--- config.mk ---
export PLATFORM = sky130hd
export DESIGN_NAME = scrambler_xor_stage_7
export DESIGN_NICKNAME = d
export VERILOG_FILES = /design/src/rtl/scr_pkg_7.sv /design/src/rtl/scr_obuf_2.sv /design/src/rtl/scrambler_xor_stage_7.sv
export SDC_FILE = /design/constraint.sdc
export NUM_CORES = 1
export LEC_CHECK = 0
export ABC_AREA = 1
export BUFFER_PORTS_ARGS = -buffer_cell sky130_fd_sc_hd__buf_4
export CAP_MARGIN = 20
export CORE_AREA = 2 2 165 167
export DETAILED_ROUTE_END_ITERATION = 16
export DIE_AREA = 0 0 167 169
export HOLD_SLACK_MARGIN = 0.03
export PLACE_DENSITY = 0.38
export SLEW_MARGIN = 20
export SYNTH_ARGS = -nofsm -noshare
export SYNTH_HDL_FRONTEND = slang
export SYNTH_SLANG_ARGS = --single-unit
--- constraint.sdc ---
create_clock -name clk -period 2.1 [get_ports clk]
set_input_delay 0.21 -clock clk [delete_from_list [all_inputs] [get_ports clk]]
set_output_delay 0.21 -clock clk [all_outputs]
set_load 0.03 [all_outputs]
--- src/rtl/scr_pkg_7.sv ---
// Shared types and constants for the keystream XOR stage that sits behind primary_lfsr_7.
package scr_pkg_7;

  typedef enum logic [1:0] {
    IDLE  = 2'd0,
    RUN   = 2'd1,
    GUARD = 2'd2
  } state_t;

  localparam int unsigned SEED_WORDS = 11;
  localparam int unsigned ADDR_W     = 12;
  localparam int unsigned CFG_DW     = 32;

  localparam logic [ADDR_W-1:0] SEED_BASE = 12'h0ac;
  localparam logic [ADDR_W-1:0] CTRL_ADDR = 12'h0b7;

  localparam int unsigned RUN_B = 0;
  localparam int unsigned BYP_B = 1;
  localparam int unsigned CLR_B = 2;

endpackage

--- src/rtl/scr_obuf_2.sv ---
// Two-entry output FIFO; head entry is held until popped, order is preserved on push+pop.
module scr_obuf_2 #(
  parameter int unsigned W = 17
) (
  input  logic         clk,
  input  logic         rst_n,
  input  logic         push,
  input  logic [W-1:0] push_data,
  input  logic         pop,
  output logic [W-1:0] head,
  output logic [1:0]   count
);

  logic [W-1:0] slot0;
  logic [W-1:0] slot1;
  logic         do_push;
  logic         do_pop;

  assign do_push = push && (count != 2'd2);
  assign do_pop  = pop && (count != 2'd0);

  // slot0 is always the head; a pop shifts slot1 forward
  always_ff @(posedge clk or negedge rst_n) begin
    if (!rst_n) begin
      slot0 <= '0;
      slot1 <= '0;
      count <= 2'd0;
    end else begin
      case ({do_push, do_pop})
        2'b10: begin
          if (count == 2'd0) slot0 <= push_data;
          else               slot1 <= push_data;
          count <= count + 2'd1;
        end
        2'b01: begin
          slot0 <= slot1;
          count <= count - 2'd1;
        end
        2'b11: slot0 <= push_data;
        default: ;
      endcase
    end
  end

  assign head = slot0;

endmodule

--- src/rtl/scrambler_xor_stage_7.sv ---
// XORs a valid/ready word stream with LFSR keystream, tracks seeding from the shared config bus
// and stalls while the LFSR is being reloaded.
module scrambler_xor_stage_7 #(
  parameter int unsigned POLY_WIDTH = 342,
  parameter int unsigned DATA_WIDTH = 16,
  parameter logic [11:0] SEED_BASE  = scr_pkg_7::SEED_BASE,
  parameter logic [11:0] CTRL_ADDR  = scr_pkg_7::CTRL_ADDR
) (
  input  logic                  clk,
  input  logic                  rst_n,
  input  logic                  write,
  input  logic [11:0]           addr,
  input  logic [31:0]           lfsrdin,
  input  logic [POLY_WIDTH-1:0] lfsr_dout,
  output logic                  lfsr_enable,
  input  logic                  in_valid,
  output logic                  in_ready,
  input  logic [DATA_WIDTH-1:0] in_data,
  input  logic                  in_last,
  output logic                  out_valid,
  input  logic                  out_ready,
  output logic [DATA_WIDTH-1:0] out_data,
  output logic                  out_last,
  output logic                  seeded
);

  import scr_pkg_7::state_t;
  import scr_pkg_7::IDLE;
  import scr_pkg_7::RUN;
  import scr_pkg_7::GUARD;
  import scr_pkg_7::SEED_WORDS;
  import scr_pkg_7::RUN_B;
  import scr_pkg_7::BYP_B;
  import scr_pkg_7::CLR_B;

  state_t                  state;
  state_t                  state_nxt;
  logic [SEED_WORDS-1:0]   seed_mask;
  logic [SEED_WORDS-1:0]   mask_nxt;
  logic                    bypass;
  logic                    cfg_hit;
  logic                    ctrl_wr;
  logic                    accept;
  logic [DATA_WIDTH-1:0]   keystream;
  logic [DATA_WIDTH:0]     push_word;
  logic [DATA_WIDTH:0]     head;
  logic [1:0]              count;
  logic                    unused_ok;

  assign cfg_hit = write && (addr >= SEED_BASE) && (addr <= SEED_BASE + 12'(SEED_WORDS - 1));
  assign ctrl_wr = write && (addr == CTRL_ADDR);

  // clear_seed wipes the mask before this cycle's seed hit is recorded
  always_comb begin
    mask_nxt = seed_mask;
    if (ctrl_wr && lfsrdin[CLR_B]) mask_nxt = '0;
    for (int unsigned i = 0; i < SEED_WORDS; i++) begin
      if (cfg_hit && (addr == SEED_BASE + 12'(i))) mask_nxt[i] = 1'b1;
    end
  end

  // A CTRL write decides the state outright; otherwise seed reloads bounce RUN through GUARD
  always_comb begin
    state_nxt = state;
    if (ctrl_wr) begin
      state_nxt = (lfsrdin[RUN_B] && ((&mask_nxt) || lfsrdin[BYP_B])) ? RUN : IDLE;
    end else begin
      case (state)
        RUN:     if (cfg_hit)  state_nxt = GUARD;
        GUARD:   if (!cfg_hit) state_nxt = RUN;
        default: ;
      endcase
    end
  end

  always_ff @(posedge clk or negedge rst_n) begin
    if (!rst_n) begin
      state     <= IDLE;
      seed_mask <= '0;
      bypass    <= 1'b0;
    end else begin
      state     <= state_nxt;
      seed_mask <= mask_nxt;
      if (ctrl_wr) bypass <= lfsrdin[BYP_B];
    end
  end

  assign in_ready    = (state == RUN) && !cfg_hit && (count != 2'd2);
  assign accept      = in_valid && in_ready;
  assign lfsr_enable = accept;

  assign keystream = bypass ? '0 : lfsr_dout[POLY_WIDTH-1 -: DATA_WIDTH];
  assign push_word = {in_data ^ keystream, in_last};

  scr_obuf_2 #(
    .W (DATA_WIDTH + 1)
  ) u_obuf (
    .clk       (clk),
    .rst_n     (rst_n),
    .push      (accept),
    .push_data (push_word),
    .pop       (out_ready),
    .head      (head),
    .count     (count)
  );

  assign out_valid = (count != 2'd0);
  assign out_data  = head[DATA_WIDTH:1];
  assign out_last  = head[0];
  assign seeded    = &seed_mask;

  // only the keystream slice and the low control bits are consumed here
  assign unused_ok = ^{lfsr_dout[POLY_WIDTH-DATA_WIDTH-1:0], lfsrdin[31:3]};

endmodule

==> results.cfg <==
[status]
outcome = complete, no violations

[final_layout]
layout_commonest_cell = buf_4
fin_cells = 790
drive_above_1_share_pct = 31.18
diodes = 0
area_growth_pct = 49.28
fin_area_um2 = 4150
nets = 859
final_cell_mix = buf_4 (99), nand2_1 (89), nor2_1 (51), dfrtp_1 (50), inv_1 (35)
finish.utilization_pct = 15.66

[global_routing]
grt_pass1_wl_um = 12990
antenna_found_initial = 0
grt_max_degree = 51
grt_use_total_pct = 5.862
overflow = 0
grt_pass1_vias = 2539

[routing]
drtIter0Drc = 54
drt_drc_violations_left = 0
antenna_left = 0
wirelength_um = 7919
avgRoutedWirePerCell_um = 10.02
dr_total_vias = 2451
vias_per_cell = 3.103
dr.pass1.iters = 4

[pwr]
p_per_area_nw_per_um2 = 1157
leakage_nw = 1.930
peakVddDrop_mv = 0.8669
power.total_w = 0.004803

[synthesis]
synth_top_area_share_pct = 45.00
syn_area_um2 = 2780
seq_area_frac_synth_pct = 45.00
ys_seq_elements = 50
synthCells = 349
synth_top_cell_by_area = dfrtp_1
syn_nets = 759
yosys_warnings = 0
ys_top_cells_by_area = dfrtp_1 (45%), nand2_1 (12%), nor2_1 (7.0%)
synth_cell_types = 26
synth_area_per_cell_um2 = 7.966

[placed_design]
gp_congestion = 0.7502
post-place-ws_ps = -230.0
postPlaceCellArea_um2 = 3958
dp_hpwl_um = 6193
portBuffers = 73
dp.cells = 782

[timing]
hold_viol_final = 0
slew_headroom_pct = 53.37
setup_viol = 0
fin_ws_ps = 260.1
clock_skew_ps = 8.233
rsz0062_at_grt = no
slew_violations = 0
tightest_slew_ps = 699.4
fin_crit_ps = 1840
period_share_pct = 87.61
fmax_mhz = 543.5

[clock_tree]
root_buffer = clkbuf_16
postCtsSetupRepairBufs = 0
clockBufferDepth = 2
cts_tree = built
htree_levels = 2
cts_buffers = 5
clk_latency_ps = 300
clkTransAtPathRegs_ps = 70
cts_sinks = 50

[setup_path]
slowest_delay_ps = 330
crit_chain = buf_4 > nor2_1 > nand2_1 > nor2_2 > buf_4 > nand2_1 > nand2_1 > nand2_2 > nand2_2 > nor2_4 > nand2_2 > inv_1 > ha_1 > nand2_1 > buf_12 > mux2_2
start_kind = input pin
crit_buf_inv = 4
crit_family = simple AND/OR/NAND/NOR gates
crit_type = input pin to flop
critPathMostFrequentCell = nand2_1
arrival_ps = 2020
cp_slowest_cell = mux2_2
cp.required_ps = 2280
cp-end-kind = flop
worst-path-max-fanout = 11

[die]
num_rows = 60
die_x_um = 167
fp.coreArea_um2 = 26500
dieArea_um2 = 28220
start_util_pct = 10.49
ios = 429
die_h_um = 169

[flow_run]
maxCapViolCount = 0

[hold_path]
min_path_type = input pin to flop
[Yosys cell counts, drive strengths merged]
cell / count
a21boi: 7
a21oi: 29
buf: 6
clkbuf: 6
dfrtp: 50
ha: 2
inv: 36
mux2: 7
nand2: 92
nand3: 16
nand4: 2
nor2: 54
nor3: 6
nor3b: 1
nor4: 1
o21a: 10
o21ai: 6
xnor2: 17
xor2: 1
[kinds of logic (layout without fill, tap and decap cells)]
group | count (synthesis) | in the layout | synth area share, %
and+or+nand+nor | 172 | 172 | 25.25
AOI/OAI and AO/OA | 52 | 52 | 13.05
buffers and inverters | 48 | 148 | 7.291
DFF | 50 | 50 | 45.00
muxes | 7 | 7 | 2.835
adders and majority gates | 2 | 2 | 0.8999
xor gates and xnor gates | 18 | 18 | 5.671
[layout make-up]
type	count	area (um^2)
clock inverters	1	30.03
inverters	36	135.1
well taps	341	426.7
fillers	3009	22350
flip-flops and latches	50	1251
multi-input cells	251	1333
repair buffers	105	835.8
clock buffers	6	138.9
[state kept, by name (all words and copies together), names as in the netlist]
name and cells:
seed_mask 11, state 2, bypass 1, u_obuf.head 17, u_obuf.count 2, u_obuf.slot1 17
[metrics by stage]
step           hold WS, ps  setup TNS (ps)
3_3_place_gp         319.4           -5013
3_5_place_dp         320.9           -5258
2_1_floorplan       -85.59               0
4_1_cts              200.2               0
5_1_grt              230.1               0
6_report             207.2               0
[per-layer routing]
layer	wire [um]	global-route usage, %	vias up
li1	-	-	1293
met1	3968	7.979	1108
met2	3558	9.304	46
met3	342	1.590	4
met4	50	1.237	0
met5	0	0	-
[tightest hold or removal path, cell delays in order]
cell     delay (ps)
buf_4           110
inv_1            60
o21ai_0          80
[where the power goes]
group / switching [W] / internal [W]
Sequential: 0.000172 / 0.00133
Clock: 0.000382 / 0.000590
Combinational: 0.00132 / 0.00101
[worst paths after layout]
| path | from | endpoint | slack [ps] | cells after the start |
|---|---|---|---|---|
| hold / removal | in_last | u_obuf.slot1[0] | 210 | 3 |
| hold reg to reg | u_obuf.slot1[0] | u_obuf.slot1[0] | 490 | 2 |
| min in group asynchronous | rst_n | u_obuf.slot1[12] | 510 | 2 |
| setup / recovery | addr[10] | u_obuf.slot1[14] | 260 | 16 |
| max in group asynchronous | rst_n | u_obuf.slot1[3] | 1130 | 2 |
| setup reg to reg | u_obuf.count[0] | u_obuf.count[1] | 280 | 9 |
[repair_timing]
action                                  4_1_cts  5_1_grt
gates resized for setup                       0        5
hold buffers                                  1        0
endpoints found under the hold margin        50        0
endpoints found under the setup margin        0       31
No activity file was read; power rests on OpenSTA's default activity.
